File: config.mk
export PLATFORM = sky130hd
export DESIGN_NAME = video_timing_driver
export DESIGN_NICKNAME = d
export VERILOG_FILES = /design/src/rtl/video_timing_driver.sv
export SDC_FILE = /design/constraint.sdc
export NUM_CORES = 1
export LEC_CHECK = 0
export ABC_AREA = 1
export BUFFER_PORTS_ARGS = -buffer_cell sky130_fd_sc_hd__buf_2
export CORE_MARGIN = 5
export CORE_UTILIZATION = 30
export DETAILED_ROUTE_END_ITERATION = 12
export GPL_TIMING_DRIVEN = 0
export SLEW_MARGIN = 25
export SYNTH_ARGS = -nofsm -noshare
export SYNTH_HDL_FRONTEND = slang
export SYNTH_SLANG_ARGS = --single-unit
export TNS_END_PERCENT = 5
File: constraint.sdc
create_clock -name pixel_clk -period 7.7 [get_ports pixel_clk]
set_input_delay 1.54 -clock pixel_clk [delete_from_list [all_inputs] [get_ports pixel_clk]]
set_output_delay 1.54 -clock pixel_clk [all_outputs]
set_load 0.1 [all_outputs]
File: src/rtl/video_timing_driver.sv
// Raster timing generator: HSYNC/VSYNC/DE plus a one-cycle-early pixel request
// (xpos/ypos) to the downstream stage, whose registered pixel_data is gated onto video_rgb.
module video_timing_driver #(
  parameter int   H_SYNC  = 40,
  parameter int   H_BACK  = 220,
  parameter int   H_DISP  = 1280,
  parameter int   H_FRONT = 110,
  parameter int   V_SYNC  = 5,
  parameter int   V_BACK  = 20,
  parameter int   V_DISP  = 720,
  parameter int   V_FRONT = 5,
  parameter logic HS_POL  = 1'b1,
  parameter logic VS_POL  = 1'b1
) (
  input  logic        pixel_clk,
  input  logic        sys_rst_n,
  input  logic [23:0] pixel_data,
  output logic        video_hs,
  output logic        video_vs,
  output logic        video_de,
  output logic [23:0] video_rgb,
  output logic        data_req,
  output logic [10:0] pixel_xpos,
  output logic [10:0] pixel_ypos,
  output logic        frame_start
);

  localparam logic [11:0] H_LAST  = 12'(H_SYNC + H_BACK + H_DISP + H_FRONT - 1);
  localparam logic [11:0] V_LAST  = 12'(V_SYNC + V_BACK + V_DISP + V_FRONT - 1);
  localparam logic [11:0] H_SYNC_W = 12'(H_SYNC);
  localparam logic [11:0] V_SYNC_W = 12'(V_SYNC);
  localparam logic [11:0] HA_W    = 12'(H_SYNC + H_BACK);
  localparam logic [11:0] HE_W    = 12'(H_SYNC + H_BACK + H_DISP);
  localparam logic [11:0] HR_S    = 12'(H_SYNC + H_BACK - 1);
  localparam logic [11:0] HR_E    = 12'(H_SYNC + H_BACK + H_DISP - 1);
  localparam logic [11:0] VA_W    = 12'(V_SYNC + V_BACK);
  localparam logic [11:0] VE_W    = 12'(V_SYNC + V_BACK + V_DISP);
  localparam logic [10:0] HR_S11  = 11'(H_SYNC + H_BACK - 1);
  localparam logic [10:0] VA_11   = 11'(V_SYNC + V_BACK);

  logic [11:0] cnt_h_q, cnt_h_d;
  logic [11:0] cnt_v_q, cnt_v_d;
  logic        hs_q, hs_d;
  logic        vs_q, vs_d;
  logic        de_q, de_d;
  logic        req_q, req_d;
  logic        fs_q, fs_d;
  logic [10:0] xpos_q, xpos_d;
  logic [10:0] ypos_q, ypos_d;
  logic        v_act;

  // Outputs are decoded from the next counter value so every output is a clean flop.
  always_comb begin
    cnt_h_d = (cnt_h_q == H_LAST) ? 12'd0 : cnt_h_q + 12'd1;
    cnt_v_d = cnt_v_q;
    if (cnt_h_q == H_LAST) begin
      cnt_v_d = (cnt_v_q == V_LAST) ? 12'd0 : cnt_v_q + 12'd1;
    end

    v_act  = (cnt_v_d >= VA_W) && (cnt_v_d < VE_W);
    hs_d   = (cnt_h_d < H_SYNC_W) ? HS_POL : ~HS_POL;
    vs_d   = (cnt_v_d < V_SYNC_W) ? VS_POL : ~VS_POL;
    de_d   = v_act && (cnt_h_d >= HA_W) && (cnt_h_d < HE_W);
    req_d  = v_act && (cnt_h_d >= HR_S) && (cnt_h_d < HR_E);
    fs_d   = (cnt_h_d == 12'd0) && (cnt_v_d == 12'd0);
    xpos_d = req_d ? (cnt_h_d[10:0] - HR_S11) : 11'd0;
    ypos_d = req_d ? (cnt_v_d[10:0] - VA_11) : 11'd0;
  end

  // Reset parks the counters on the last raster position so release starts at the origin.
  always_ff @(posedge pixel_clk or negedge sys_rst_n) begin
    if (!sys_rst_n) begin
      cnt_h_q <= H_LAST;
      cnt_v_q <= V_LAST;
      hs_q    <= ~HS_POL;
      vs_q    <= ~VS_POL;
      de_q    <= 1'b0;
      req_q   <= 1'b0;
      fs_q    <= 1'b0;
      xpos_q  <= 11'd0;
      ypos_q  <= 11'd0;
    end else begin
      cnt_h_q <= cnt_h_d;
      cnt_v_q <= cnt_v_d;
      hs_q    <= hs_d;
      vs_q    <= vs_d;
      de_q    <= de_d;
      req_q   <= req_d;
      fs_q    <= fs_d;
      xpos_q  <= xpos_d;
      ypos_q  <= ypos_d;
    end
  end

  assign video_hs    = hs_q;
  assign video_vs    = vs_q;
  assign video_de    = de_q;
  assign data_req    = req_q;
  assign frame_start = fs_q;
  assign pixel_xpos  = xpos_q;
  assign pixel_ypos  = ypos_q;
  assign video_rgb   = pixel_data & {24{de_q}};

endmodule

-- Word-level counts from Yosys, hierarchy flattened
Cells that the tools add are included.
- logic and storage cells: 39
- output and inout port bits: 51
- register bits after elaboration: 51
- bits of input ports: 26
- multiplexer cells: 7
- order comparisons: 8
- bitwise operators: 1
- reduce and logical (&&, ||, !) cells: 8
- add/sub/neg operators: 4
- equality and inequality tests: 2
- operators with widths (kind ; count):
    2-to-1 mux 12 bit ; 3
    adder 12 x 1 -> 12 bit, second input constant ; 2
    bitwise AND 24 bit ; 1
    greater-or-equal comparator 12 x 9 -> 1 bit, second input constant ; 2
    zero test 12 bit ; 2
    < comparator 12 x 11 -> 1 bit, second input constant ; 2
    2-to-1 mux 11 bit ; 2
    == test 12 x 10 -> 1 bit, second input constant ; 1
    == test 12 x 11 -> 1 bit, second input constant ; 1
    greater-or-equal comparator 12 x 5 -> 1 bit, second input constant ; 1
    < comparator 12 x 10 -> 1 bit, second input constant ; 1
    < comparator 12 x 3 -> 1 bit, second input constant ; 1
    < comparator 12 x 6 -> 1 bit, second input constant ; 1
    subtractor 11 x 5 -> 11 bit, second input constant ; 1
    subtractor 11 x 9 -> 11 bit, second input constant ; 1
    logical AND 1 bit ; 6
    2-to-1 mux 1 bit ; 2

-- Depth between registers and ports, before layout
- depth in word-level cells: 8
- mapped depth: 18

-- Worst setup path before layout
OpenSTA, ideal clock, no wires.
- path type: input port to output port
- from: input port pixel_data[0]
- to: output port video_rgb[0]
- data required time: 6160 ps
- path slack: 3950 ps
- stages: 2
- arrival: 2210 ps
- path buffers: 0
- path through: nand2_1 > inv_1
- word-level cells in the longest chain between the ends: 1
- ends and longest elaborated chain (what ; RTL line ; source):
    start: declaration ; 17 ; input logic [23:0] pixel_data,
    bitwise AND 24 bit ; 102 ; assign video_rgb = pixel_data & {24{de_q}};
    end: declaration ; 21 ; output logic [23:0] video_rgb,
No other way between the ends.

-- Worst setup path in the final report
- from: input port pixel_data[12]
- to: output port video_rgb[12]
The elaborated chain is that of the path after synthesis.

==> metrics <==
outcome completed; worst hold-check path type flop to flop; Netlist Area Pre-Place 0.00360 mm^2; worst setup path category input port to output port; Placer Congestion 0.859; clk_lat worst skew 0.29 ns; syn_nets 524; Hold WS 0.543 ns; CTS root buf clkbuf_16; Final Cell Area 0.00434 mm^2; Setup Total Neg Slack 0 ns; fmax around 270 MHz; CTS Hold Buffers Added 0; largest net degree at the start of global routing 52; via count 3291; CTS sink cnt 51; dpl ws 4.01 ns; crit path launch type input port; Crit Path Max Fanout 1; Final ANT Viol Nets 0; count leader, synth nand2_1; final setup vio count 0; Reg clk slew, reported paths 0.07 ns; Clock power frac 48.1%; RSZ-0062 raised after global routing false; TritonCTS clock tree yes; Slew Limit Headroom 55.6%; VDD IR max approximately 0.000072 V; first-pass iteration count of the detailed router 4; clock tree buffer depth 2; DR iter-0 viols 140; top post-synthesis cells by count nand2_1, inv_1, nand3_1, nor2_1, dfrtp_1; DR WL/cell 12.4 um; core area 0.0119 mm^2; dpl hpwl 7000 um; Post-DP Area roughly 0.0042 mm^2; first-pass GRT wire length 14700 um; crit share post-route around 48%; FFs w/ async S/R, synth 100%; syn_area_per_cell 7.36 um^2; Ports 77; Die Y 120 um; IO buf count 76; Mapped Cells around 500; vias in the first global route 3150; internal power 0.434 mW; post-cts resize count 0; fillers 1214; share of layout cells above drive strength 1 29.1%; CTS buffer count 5; Initial Util between 30% and 40%; Ant. Diodes 0; total global routing overflow 0; DRC viols 0; PD cells 124 mW/mm^2; vias per std cell about 4.6; Layout area overhead 20.6%; main area contributors after synthesis dfrtp_1, nand2_1, dfstp_2; post-synthesis cell type count 38; number of synthesis warnings 0; critical path endpoint category output port; Core Rows 40; Tot Pwr 0.539 mW; post-layout min period 3.69 ns; leak pwr 2.54 nW; Final Hold Fails 0; max-cap viol count 0; fin. max-slew vios 0; Sw Share 19.4%; Most used DFF post-synth dfrtp_1; logic gate share of total power 2.1%; Final #Nets 607; Critical Path RT just over 6 ns; area share of the largest cell type after synthesis 26.4%; EDFF count, synth 0; sw power 0.104 mW; Die ar. 0.0143 mm^2; Die Span X 120 um; number of post-CTS setup repair buffers 0; final wirelength 8900 um; sequential area share after synthesis 35.9%; worst path arrival time 2.15 ns; htree depth 2; initial antenna violation count 0; clock skew 0.00826 ns; leading area contributor after synthesis dfrtp_1; power share of the sequential group ~50%; Total GRT Usage 12.5%; Worst-Margin Slew 0.666 ns; Synth Register Bits 51; worst setup margin about 4.0 ns
==> worst paths after layout <==
| kind | start | cells after the start | slack (ns) | endpoint |
|---|---|---|---|---|
| max | pixel_data[12] | 4 | 4.01 | video_rgb[12] |
| min in group asynchronous | sys_rst_n | 1 | 1.27 | cnt_h_q[2]$_DFF_PN0_ |
| min | cnt_v_q[11]$_DFF_PN0_ | 2 | 0.54 | cnt_v_q[11]$_DFF_PN0_ |
| max reg2reg | cnt_h_q[0]$_DFF_PN1_ | 14 | 4.38 | pixel_ypos[6]$_DFF_PN0_ |
| min reg2reg | cnt_v_q[11]$_DFF_PN0_ | 2 | 0.54 | cnt_v_q[11]$_DFF_PN0_ |
| max in group asynchronous | sys_rst_n | 1 | 5.97 | pixel_ypos[6]$_DFF_PN0_ |
==> sequential cells by signal, indices dropped and copies added, names as in the netlist <==
name,cells
cnt_h_q,12
cnt_v_q,12
data_req,1
frame_start,1
pixel_xpos,11
pixel_ypos,11
video_de,1
video_hs,1
video_vs,1
==> cells by family (layout without fill, tap and decap cells) <==
group           Yosys count  in the layout  synth area share, %
xor+xnor                 14             14                 3.41
compound gates           22             22                 4.07
flops                    51             51                 35.9
fa+ha+maj                 9              9                 3.13
buf+inv                  95            179                 11.0
simple gates            298            298                 42.5
==> through the flow <==
stage | std cells | utilization (%)
2_1_floorplan | 489 | -
3_3_place_gp | 712 | 35.1
3_5_place_dp | 712 | 35.1
4_1_cts | 720 | 36.6
5_1_grt | 720 | 36.6
6_report | 720 | 36.6
==> area by class of cell <==
cell class	count	area [um^2]	area share, %
Clock buffer	6	139	3.20
Multi-Input combinational cell	343	1910	44.0
Buffer	8	70.1	1.61
Inverter	87	327	7.53
Tap cell	147	184	4.24
Clock inverter	2	35.0	0.807
Sequential cell	51	1290	29.8
Timing Repair Buffer	76	383	8.82
==> power by group through the flow <==
stage | registers [mW] | logic, mW | clock network (mW)
floorplan | 0.273 | 0.00000131 | 0
global placement | 0.273 | 0.0114 | 0
detailed placement | 0.273 | 0.0119 | 0
CTS | 0.268 | 0.0119 | 0.268
global route | 0.268 | 0.0132 | 0.282
finish | 0.268 | 0.0112 | 0.259
==> cell usage in the layout (no fill, tap or decap), drive strengths merged <==
cell type / instances
ha: 9
nor4: 1
clkbuf: 9
o21bai: 3
a21oi: 5
dfstp: 13
nor2: 77
bufinv: 1
clkinv: 2
buf: 81
xnor2: 1
a31oi: 1
a211oi: 1
nand3: 49
xor2: 13
o21a: 1
nand4: 14
nor3: 4
dfrtp: 38
inv: 86
o21ai: 11
nand2: 153
==> per-layer routing <==
metal  wire, um  global-route usage [%]  vias to the layer above
met5          0                       0                        -
met1       3890                    15.7                     1546
li1           -                       -                     1662
met2       4450                    21.4                       63
met3        297                    2.50                       20
met4        255                    4.37                        0
==> critical path: stages <==
cell and delay, ns:
buf_2 0.08, nand2_1 0.04, inv_1 0.07, buf_2 0.42
Note: power is estimated with default switching activity, not from simulation.
